[src/rtl/gcd_pkg.sv]
// Shared definitions for the GCD feeder: default operand width,
// default WAIT timeout and the feeder FSM state encoding.
package gcd_pkg;

    localparam int unsigned GCD_W       = 16;
    localparam int unsigned GCD_TIMEOUT = 65600;

    typedef enum logic [2:0] {
        ST_CLR    = 3'd0,
        ST_IDLE   = 3'd1,
        ST_LOAD_A = 3'd2,
        ST_LOAD_B = 3'd3,
        ST_WAIT   = 3'd4,
        ST_OUT    = 3'd5
    } state_t;

endpackage

[src/rtl/gcd_pair_fifo.sv]
// Two-entry FIFO of operand pairs.
// Ports:
//   clk, rst_n     clock, async active-low reset
//   push, din      write request and pair payload (ignored while full)
//   pop            read request (ignored while empty)
//   head_c         current head entry (combinational read of storage)
//   full, empty    registered status flags
module gcd_pair_fifo #(
    parameter int unsigned DW = 32
) (
    input  logic          clk,
    input  logic          rst_n,
    input  logic          push,
    input  logic [DW-1:0] din,
    input  logic          pop,
    output logic [DW-1:0] head_c,
    output logic          full,
    output logic          empty
);

    logic [DW-1:0] mem [2];
    logic          wr_ptr;
    logic          rd_ptr;
    logic [1:0]    count;
    logic [1:0]    count_nxt;
    logic          push_ok;
    logic          pop_ok;

    // A full FIFO never takes a push, even when a pop happens in the same cycle.
    assign push_ok = push & ~full;
    assign pop_ok  = pop & ~empty;
    assign head_c  = mem[rd_ptr];

    // Occupancy update.
    always_comb begin
        count_nxt = count;
        if (push_ok && !pop_ok) begin
            count_nxt = count + 2'd1;
        end else if (pop_ok && !push_ok) begin
            count_nxt = count - 2'd1;
        end
    end

    // Pointers and flags; full reads high during reset so no push is taken then.
    always_ff @(posedge clk or negedge rst_n) begin
        if (!rst_n) begin
            wr_ptr <= 1'b0;
            rd_ptr <= 1'b0;
            count  <= 2'd0;
            full   <= 1'b1;
            empty  <= 1'b1;
        end else begin
            if (push_ok) wr_ptr <= ~wr_ptr;
            if (pop_ok)  rd_ptr <= ~rd_ptr;
            count <= count_nxt;
            full  <= (count_nxt == 2'd2);
            empty <= (count_nxt == 2'd0);
        end
    end

    // Payload storage.
    always_ff @(posedge clk) begin
        if (push_ok) mem[wr_ptr] <= din;
    end

endmodule

[src/rtl/gcd_feeder.sv]
// Feeds buffered operand pairs to an external GCD datapath/controller pair,
// bypasses the core when an operand is zero, and returns results in order
// with a timeout flag.
// Ports:
//   clk, rst_n                 clock, async active-low reset
//   in_valid/in_ready, in_a/b  operand-pair handshake
//   core_start/data/clr        core control: start strobe, data_in bus, clear
//   core_done, core_result     core status and A-register value
//   out_valid/out_ready        result handshake
//   out_gcd, out_err           result and timeout flag
module gcd_feeder
    import gcd_pkg::*;
#(
    parameter int unsigned W       = GCD_W,
    parameter int unsigned TIMEOUT = GCD_TIMEOUT
) (
    input  logic         clk,
    input  logic         rst_n,
    input  logic         in_valid,
    output logic         in_ready,
    input  logic [W-1:0] in_a,
    input  logic [W-1:0] in_b,
    output logic         core_start,
    output logic [W-1:0] core_data,
    output logic         core_clr,
    input  logic         core_done,
    input  logic [W-1:0] core_result,
    output logic         out_valid,
    input  logic         out_ready,
    output logic [W-1:0] out_gcd,
    output logic         out_err
);

    localparam int unsigned CW = W + 1;
    localparam int unsigned PW = 2 * W;

    state_t        state_q, state_d;
    logic [W-1:0]  a_q, a_d, b_q, b_d;
    logic [W-1:0]  gcd_d;
    logic          err_d;
    logic [CW-1:0] cnt_q, cnt_d;
    logic          pop;
    logic          push;
    logic          full;
    logic          empty;
    logic [PW-1:0] head;
    logic [W-1:0]  head_a;
    logic [W-1:0]  head_b;

    assign in_ready = ~full;
    assign push     = in_valid & in_ready;
    assign head_a   = head[PW-1:W];
    assign head_b   = head[W-1:0];

    gcd_pair_fifo #(.DW(PW)) u_fifo (
        .clk    (clk),
        .rst_n  (rst_n),
        .push   (push),
        .din    ({in_a, in_b}),
        .pop    (pop),
        .head_c (head),
        .full   (full),
        .empty  (empty)
    );

    // Next state, operand capture, timeout counter and result selection.
    always_comb begin
        state_d = state_q;
        pop     = 1'b0;
        a_d     = a_q;
        b_d     = b_q;
        cnt_d   = cnt_q;
        gcd_d   = out_gcd;
        err_d   = out_err;
        unique case (state_q)
            ST_CLR: state_d = ST_IDLE;
            ST_IDLE: begin
                if (!empty) begin
                    pop = 1'b1;
                    a_d = head_a;
                    b_d = head_b;
                    if ((head_a != '0) && (head_b != '0)) begin
                        state_d = ST_LOAD_A;
                    end else begin
                        // gcd(x,0) = x, and 0 when both are zero.
                        gcd_d   = head_a | head_b;
                        err_d   = 1'b0;
                        state_d = ST_OUT;
                    end
                end
            end
            ST_LOAD_A: state_d = ST_LOAD_B;
            ST_LOAD_B: begin
                cnt_d   = '0;
                state_d = ST_WAIT;
            end
            ST_WAIT: begin
                cnt_d = cnt_q + CW'(1);
                if (core_done) begin
                    gcd_d   = core_result;
                    err_d   = 1'b0;
                    state_d = ST_OUT;
                end else if (cnt_q == CW'(TIMEOUT - 1)) begin
                    // This edge brings the counter to TIMEOUT: abort.
                    gcd_d   = '0;
                    err_d   = 1'b1;
                    state_d = ST_OUT;
                end
            end
            ST_OUT: begin
                if (out_ready) state_d = ST_CLR;
            end
            default: state_d = ST_CLR;
        endcase
    end

    // State and registered outputs, decoded from the next state so they align with it.
    always_ff @(posedge clk or negedge rst_n) begin
        if (!rst_n) begin
            state_q    <= ST_CLR;
            a_q        <= '0;
            b_q        <= '0;
            cnt_q      <= '0;
            out_gcd    <= '0;
            out_err    <= 1'b0;
            out_valid  <= 1'b0;
            core_start <= 1'b0;
            core_data  <= '0;
            core_clr   <= 1'b1;
        end else begin
            state_q    <= state_d;
            a_q        <= a_d;
            b_q        <= b_d;
            cnt_q      <= cnt_d;
            out_gcd    <= gcd_d;
            out_err    <= err_d;
            out_valid  <= (state_d == ST_OUT);
            core_start <= (state_d == ST_LOAD_A);
            core_clr   <= (state_d == ST_CLR);
            core_data  <= (state_d == ST_LOAD_B) ? b_d : a_d;
        end
    end

endmodule

[config.mk]
export PLATFORM = sky130hd
export DESIGN_NAME = gcd_feeder
export DESIGN_NICKNAME = d
export VERILOG_FILES = /design/src/rtl/gcd_pkg.sv /design/src/rtl/gcd_pair_fifo.sv /design/src/rtl/gcd_feeder.sv
export SDC_FILE = /design/constraint.sdc
export NUM_CORES = 1
export LEC_CHECK = 0
export CORE_UTILIZATION = 50
export CTS_CLUSTER_DIAMETER = 60
export DETAILED_ROUTE_END_ITERATION = 8
export PLACE_DENSITY = 0.76
export SETUP_SLACK_MARGIN = 0.5
export SYNTH_ARGS = -nofsm -noshare
export SYNTH_HDL_FRONTEND = slang
export SYNTH_SLANG_ARGS = --single-unit
export TNS_END_PERCENT = 10
[constraint.sdc]
create_clock -name clk -period 2.4 [get_ports clk]
set_clock_uncertainty 0.1 [all_clocks]
set_input_delay 0.48 -clock clk [delete_from_list [all_inputs] [get_ports clk]]
set_output_delay 0.48 -clock clk [all_outputs]
set_load 0.01 [all_outputs]
# --- Word-level counts from Yosys, hierarchy flattened ---
# Memory sizes are Yosys's and may differ from the RTL's.
# Index checks and enable logic that the tools add are counted.
totals:
  inputBits: 53
  ff_bits: 94
  ram_bits: 64
  memories: 1
  elab_cells: 81
  output_inout_bits: 37
memory_table:
  columns: ["memory", "words", "word_bits", "read_ports", "rd_clocked_by_memory_dff", "wr", "line", "text"]
  rows:
  - ["u_fifo.mem", 2, 32, 1, 0, 1, "gcd_pair_fifo.sv:21", "logic [DW-1:0] mem [2];"]
op_classes:
  n_eq_ne: 13
  reduce_logical: 13
  muxes: 28
  bitwise_logic: 8
  n_addsub: 3
ops:
  columns: ["op", "n"]
  rows:
  - ["16-bit 2-to-1 mux", 9]
  - ["17-bit one-hot mux with 2 select lines", 1]
  - ["16-bit one-hot mux with 2 select lines", 1]
  - ["16-bit nonzero test", 2]
  - ["3-bit one-hot mux with 6 select lines", 1]
  - ["17-bit by 1-bit adder with 17-bit output (second input constant)", 1]
  - ["17-bit equality test (second input constant)", 1]
  - ["16-bit bitwise OR", 1]
  - ["3-bit 2-to-1 mux", 5]
  - ["3-bit by 2-bit equality test with 1-bit output (second input constant)", 4]
  - ["3-bit equality test (second input constant)", 3]
  - ["1-bit 2-to-1 mux", 8]
  - ["3-bit logical NOT", 2]
  - ["2-bit 2-to-1 mux", 2]
  - ["2-bit != test (second input constant)", 2]
  - ["1-bit inverter", 4]
  - ["4-bit AND reduction", 1]
  - ["2-bit nonzero test", 2]
  - ["1-bit bitwise AND", 3]
  - ["3-bit by 1-bit equality test with 1-bit output (second input constant)", 1]
  - ["1-bit logical AND", 3]
  - ["3-bit != test (second input constant)", 1]
  - ["2-bit by 1-bit adder with 2-bit output (second input constant)", 1]
  - ["2-bit equality test (second input constant)", 1]
  - ["4 further kinds", 5]

# --- Depth between registers and ports, before layout ---
depth:
  ltp_word: 8
  depth_mapped: 8
  ltp_nobuf: 7

# --- Cells and area by module ---
# From an unflattened synthesis, not the netlist that was laid out.
hier_totals:
  hier_cells: 458
  hier_area_um2: 6537.5
by_module_without_submodules:
  columns: ["mod", "cells_each", "seq_area_each_um2", "area_each_um2", "n_inst"]
  rows:
  - ["gcd_feeder", 329, 2203.4, 3908.7, 1]
  - ["gcd_pair_fifo", 129, 2074.5, 2628.8, 1]

# --- Worst setup path after synthesis ---
# OpenSTA, ideal clock, no wires.
synth_path:
  kind: "input-to-reg"
  from: "input in_valid"
  to: "memory u_fifo.mem[0][0], enable pin"
  setup_time_ps: 425
  path_slack_ps: -423
  required_ps: 1875
  path_stages: 2
  path_buffers: 0
  arrival_ps: 2298
  path_cell_list: "nor2b_1 -> nor2b_1"
synth_between:
  elab_chain_len: 4
synth_lines:
  columns: ["item", "line", "text"]
  rows:
  - ["start: declaration", "gcd_feeder.sv:19", "input logic in_valid,"]
  - ["1-bit bitwise AND", "gcd_feeder.sv:51", "assign push = in_valid & in_ready;"]
  - ["1-bit bitwise AND", "gcd_pair_fifo.sv:30", "assign push_ok = push & ~full;"]
  - ["1-bit 2-to-1 mux", "gcd_pair_fifo.sv:63", "if (push_ok) mem[wr_ptr] <= din;"]
  - ["1-bit 2-to-1 mux (implied by the code)", "gcd_pair_fifo.sv:63", null]
  - ["end: declaration", "gcd_pair_fifo.sv:21", null]
# No other way between the ends.

# --- Worst setup path in the final report ---
layout_path:
  from: "memory u_fifo.mem[0][12]"
  to: "register out_gcd[4]"
layout_between:
  elab_chain_len: 5
layout_lines:
  columns: ["item", "line", "text"]
  rows:
  - ["memory 2 x 32 bit", null, null]
  - ["16-bit nonzero test", "gcd_feeder.sv:82", "if ((head_a != '0) && (head_b != '0)) begin"]
  - ["1-bit logical AND", "gcd_feeder.sv:82", null]
  - ["2-bit != test (no line)", null, null]
  - ["4-bit AND reduction (no line)", null, null]
  - ["end signal: assignment", "gcd_feeder.sv:135", "out_gcd <= gcd_d;"]
  - ["end: declaration", "gcd_feeder.sv:30", "output logic [W-1:0] out_gcd,"]
# No other way between the ends.
# A chain may end at the register's enable or synchronous reset.

==> flow_metrics.tcl <==
set metrics [dict create \
    peakVddDrop_v 0.000678 \
    syn_inst 539 \
    tightest_slew_ns 0.861 \
    grt_use_total 0.248 \
    setup_viol 0 \
    fin_nets 711 \
    hold_start "b_q[4]$_DFF_PN0_" \
    core_um2 12900 \
    clock_sinks 158 \
    fp-row-count 41 \
    async_flop_share 0.595 \
    syn2layout_area_growth_pct 30.5 \
    overflow 0 \
    p_leak_uw 0.00349 \
    drt_iter0_drc 380 \
    busiest_layer "met2" \
    dr.pass1.iters 5 \
    grt_pass1_vias 4915 \
    multiInputGateArea_um2 2330 \
    synth-simple-area-share 0.122 \
    tns_ns 0 \
    start_util 0.522 \
    vias 4903 \
    synth_ff_type "dfrtp_1" \
    cp-end-kind "register" \
    wl_per_cell_um 19.6 \
    synth-adder-area-share 0.00186 \
    slew_violations 0 \
    finalHoldViolations 0 \
    drt-vias-per-instance 5.82 \
    dp_hpwl_um 10800 \
    synthTopCellsByArea "dfrtp_1 (34%), edfxtp_1 (29%), mux2i_1 (6.6%)" \
    cts.htree.levels 4 \
    drive_gt1_frac 0.176 \
    hold_class "reg2reg" \
    crit_start "u_fifo.mem[0][12]$_DFFE_PP_" \
    place_inst 790 \
    yosysTopAreaCell "dfrtp_1" \
    rsz0062_at_grt "yes" \
    crit_fanout 5 \
    portBuffers 89 \
    dp_slack_ns 0.0831 \
    pin_count 90 \
    synth_compound_area_frac 0.0953 \
    ys_types 59 \
    routabilityCongestion 0.846 \
    synth_top_family_by_area "simple AND/OR/NAND/NOR gates" \
    synthXorXnorAreaFrac 0.00652 \
    worstReg2RegStart "u_fifo.mem[0][12]$_DFFE_PP_" \
    hold_depth 2 \
    synth_top_area_frac 0.339 \
    ys_ff_latch 158 \
    synthMuxAreaShare 0.105 \
    ant_nets 0 \
    die_h_um 118 \
    power_density_nw_per_um2 1230 \
    ys_seq_area_frac 0.637 \
    final.min_clock_period_ns 2.21 \
    use_met1 0.323 \
    synth.net_count 593 \
    max_freq_mhz 452 \
    crit_type "reg2reg" \
    critPathArrivalTime_ns 2.42 \
    maxCapViolCount 0 \
    die_x_um 118 \
    cp-start-kind "register" \
    stdcell_count 842 \
    max_slew_margin 0.418 \
    seq_area_um2 4280 \
    syn_area_per_cell_um2 12.5 \
    grt_use_met2 0.396 \
    synth_edf_count 64 \
    cts_tree "yes" \
    drc 0 \
    antenna_found_initial 0 \
    setup_slack_ns 0.186 \
    postRouteWirelength_um 16500 \
    clk_pin_slew_worst_paths_ns 0.06 \
    clockBufferDepth 2 \
    met3_usage 0.0538 \
    clock_latency_ns 0.43 \
    cts_root_buf "clkbuf_16" \
    grt_pass1_wl_um 26000 \
    antenna_cells 0 \
    required_ns 2.61 \
    period_share 0.922 \
    status "finished clean" \
    dieArea_um2 13900 \
    nFillCells 888 \
    worstRegToRegCells 8 \
    numCtsBuffers 17 \
    grt_max_degree 47 \
    syn_area_um2 6720 \
    synth_warnings 0 \
]
worst max-delay path, cell delays in order (launching register included):
cell and delay, ns:
edfxtp_1 0.51, nor4_4 0.37, nand4_1 0.16, a21oi_2 0.17
a21oi_2 0.07, o21ai_4 0.17, buf_6 0.13, buf_16 0.11
mux2_4 0.29
worst paths after layout:
check	to	slack (ns)
worst max-delay path	out_gcd[4]$_DFFE_PN0P_	0.19
worst min-delay path	b_q[4]$_DFF_PN0_	0.39
max in group asynchronous	b_q[7]$_DFF_PN0_	1.06
worst max register to register	out_gcd[4]$_DFFE_PN0P_	0.19
min in group asynchronous	core_data[4]$_DFF_PN0_	0.48
worst min register to register	b_q[4]$_DFF_PN0_	0.39
sequential cells by signal, summed over array words and instances (netlist names):
register and flops:
core_data 16, out_valid 1, core_start 1, u_fifo.full 1
u_fifo.rd_ptr 1, out_err 1, out_gcd 16, core_clr 1
a_q 16, u_fifo.count 2, cnt_q 17, u_fifo.mem 64
u_fifo.wr_ptr 1, u_fifo.empty 1, state_q 3, b_q 16
repair_timing:
item                                    CTS  global route
pin swaps                                 8             8
setup buffers                            12             6
gates resized for setup                  18            12
endpoints found under the setup margin   77           145
hold endpoints to repair                 37             0
cloned                                    1             0
hold buffers                              1             0
cells in the mapped netlist, types with 13 or more instances:
cell / number
dfrtp_1: 91
edfxtp_1: 64
mux2i_1: 44
clkbuf_1: 16
nand3_1: 16
nor3_1: 18
nand2_1: 60
o21ai_0: 42
mux2_2: 22
o21ai_1: 13
nor2_1: 24
final cells by class:
cell class | instances | area share
flip-flops and latches | 158 | 0.488
inverters | 11 | 0.00471
clock inverters | 12 | 0.0167
repair buffers | 129 | 0.151
well taps | 172 | 0.0245
clock buffers | 20 | 0.0498
multi-input cells | 340 | 0.265
routing by layer:
metal	routed length (um)	up-vias
met2	8110	197
met3	950	36
li1	-	2213
met1	6930	2457
met5	0	-
met4	511	0
kinds of logic after synthesis:
| family | Yosys count |
|---|---|
| AND/OR/NAND/NOR | 164 |
| flip-flops | 158 |
| AO/OA/AOI/OAI | 103 |
| multiplexers | 67 |
| buffers and inverters | 41 |
| XOR/XNOR | 5 |
| adder cells (fa/ha/maj) | 1 |
placed cells by master, fill, tap and decap left out, drive strengths merged, types with 4 or more instances in the layout:
cell type      synthesis  routed
a211oi                 9       9
nor3                  18      18
dfrtp                 91      91
a31oi                 11      11
nor2                  24      24
mux2i                 44      44
and2                   4       4
clkdlybuf4s50          0      88
clkinvlp               0       4
nor2b                  5       5
and3                   4       4
nand2                 60      60
edfxtp                64      64
nand4                  6       6
clkbuf                16      20
clkinv                 0       4
xnor2                  4       4
nand3                 16      16
mux2                  23      23
buf                   14      40
inv                   11      12
o311ai                 5       5
o21ai                 56      56
nor4                   9       9
a21oi                  9       9
power breakdown:
part | switching, uW | internal (uW)
Clock | 1050 | 1630
Sequential | 499 | 3760
Combinational | 1990 | 1880
through the flow:
stage / util / area (um^2) / total power (uW) / hold WS [ns]
after floorplan: - / 6730 / 6430 / 0.0844
after global placement: 0.612 / 7880 / 7710 / 0.364
after detailed placement: 0.612 / 7880 / 7840 / 0.365
after CTS: 0.673 / 8670 / 10700 / 0.386
after global routing: 0.681 / 8770 / 11300 / 0.405
final: 0.681 / 8770 / 10800 / 0.387
Note: power is estimated with default switching activity, not from simulation.
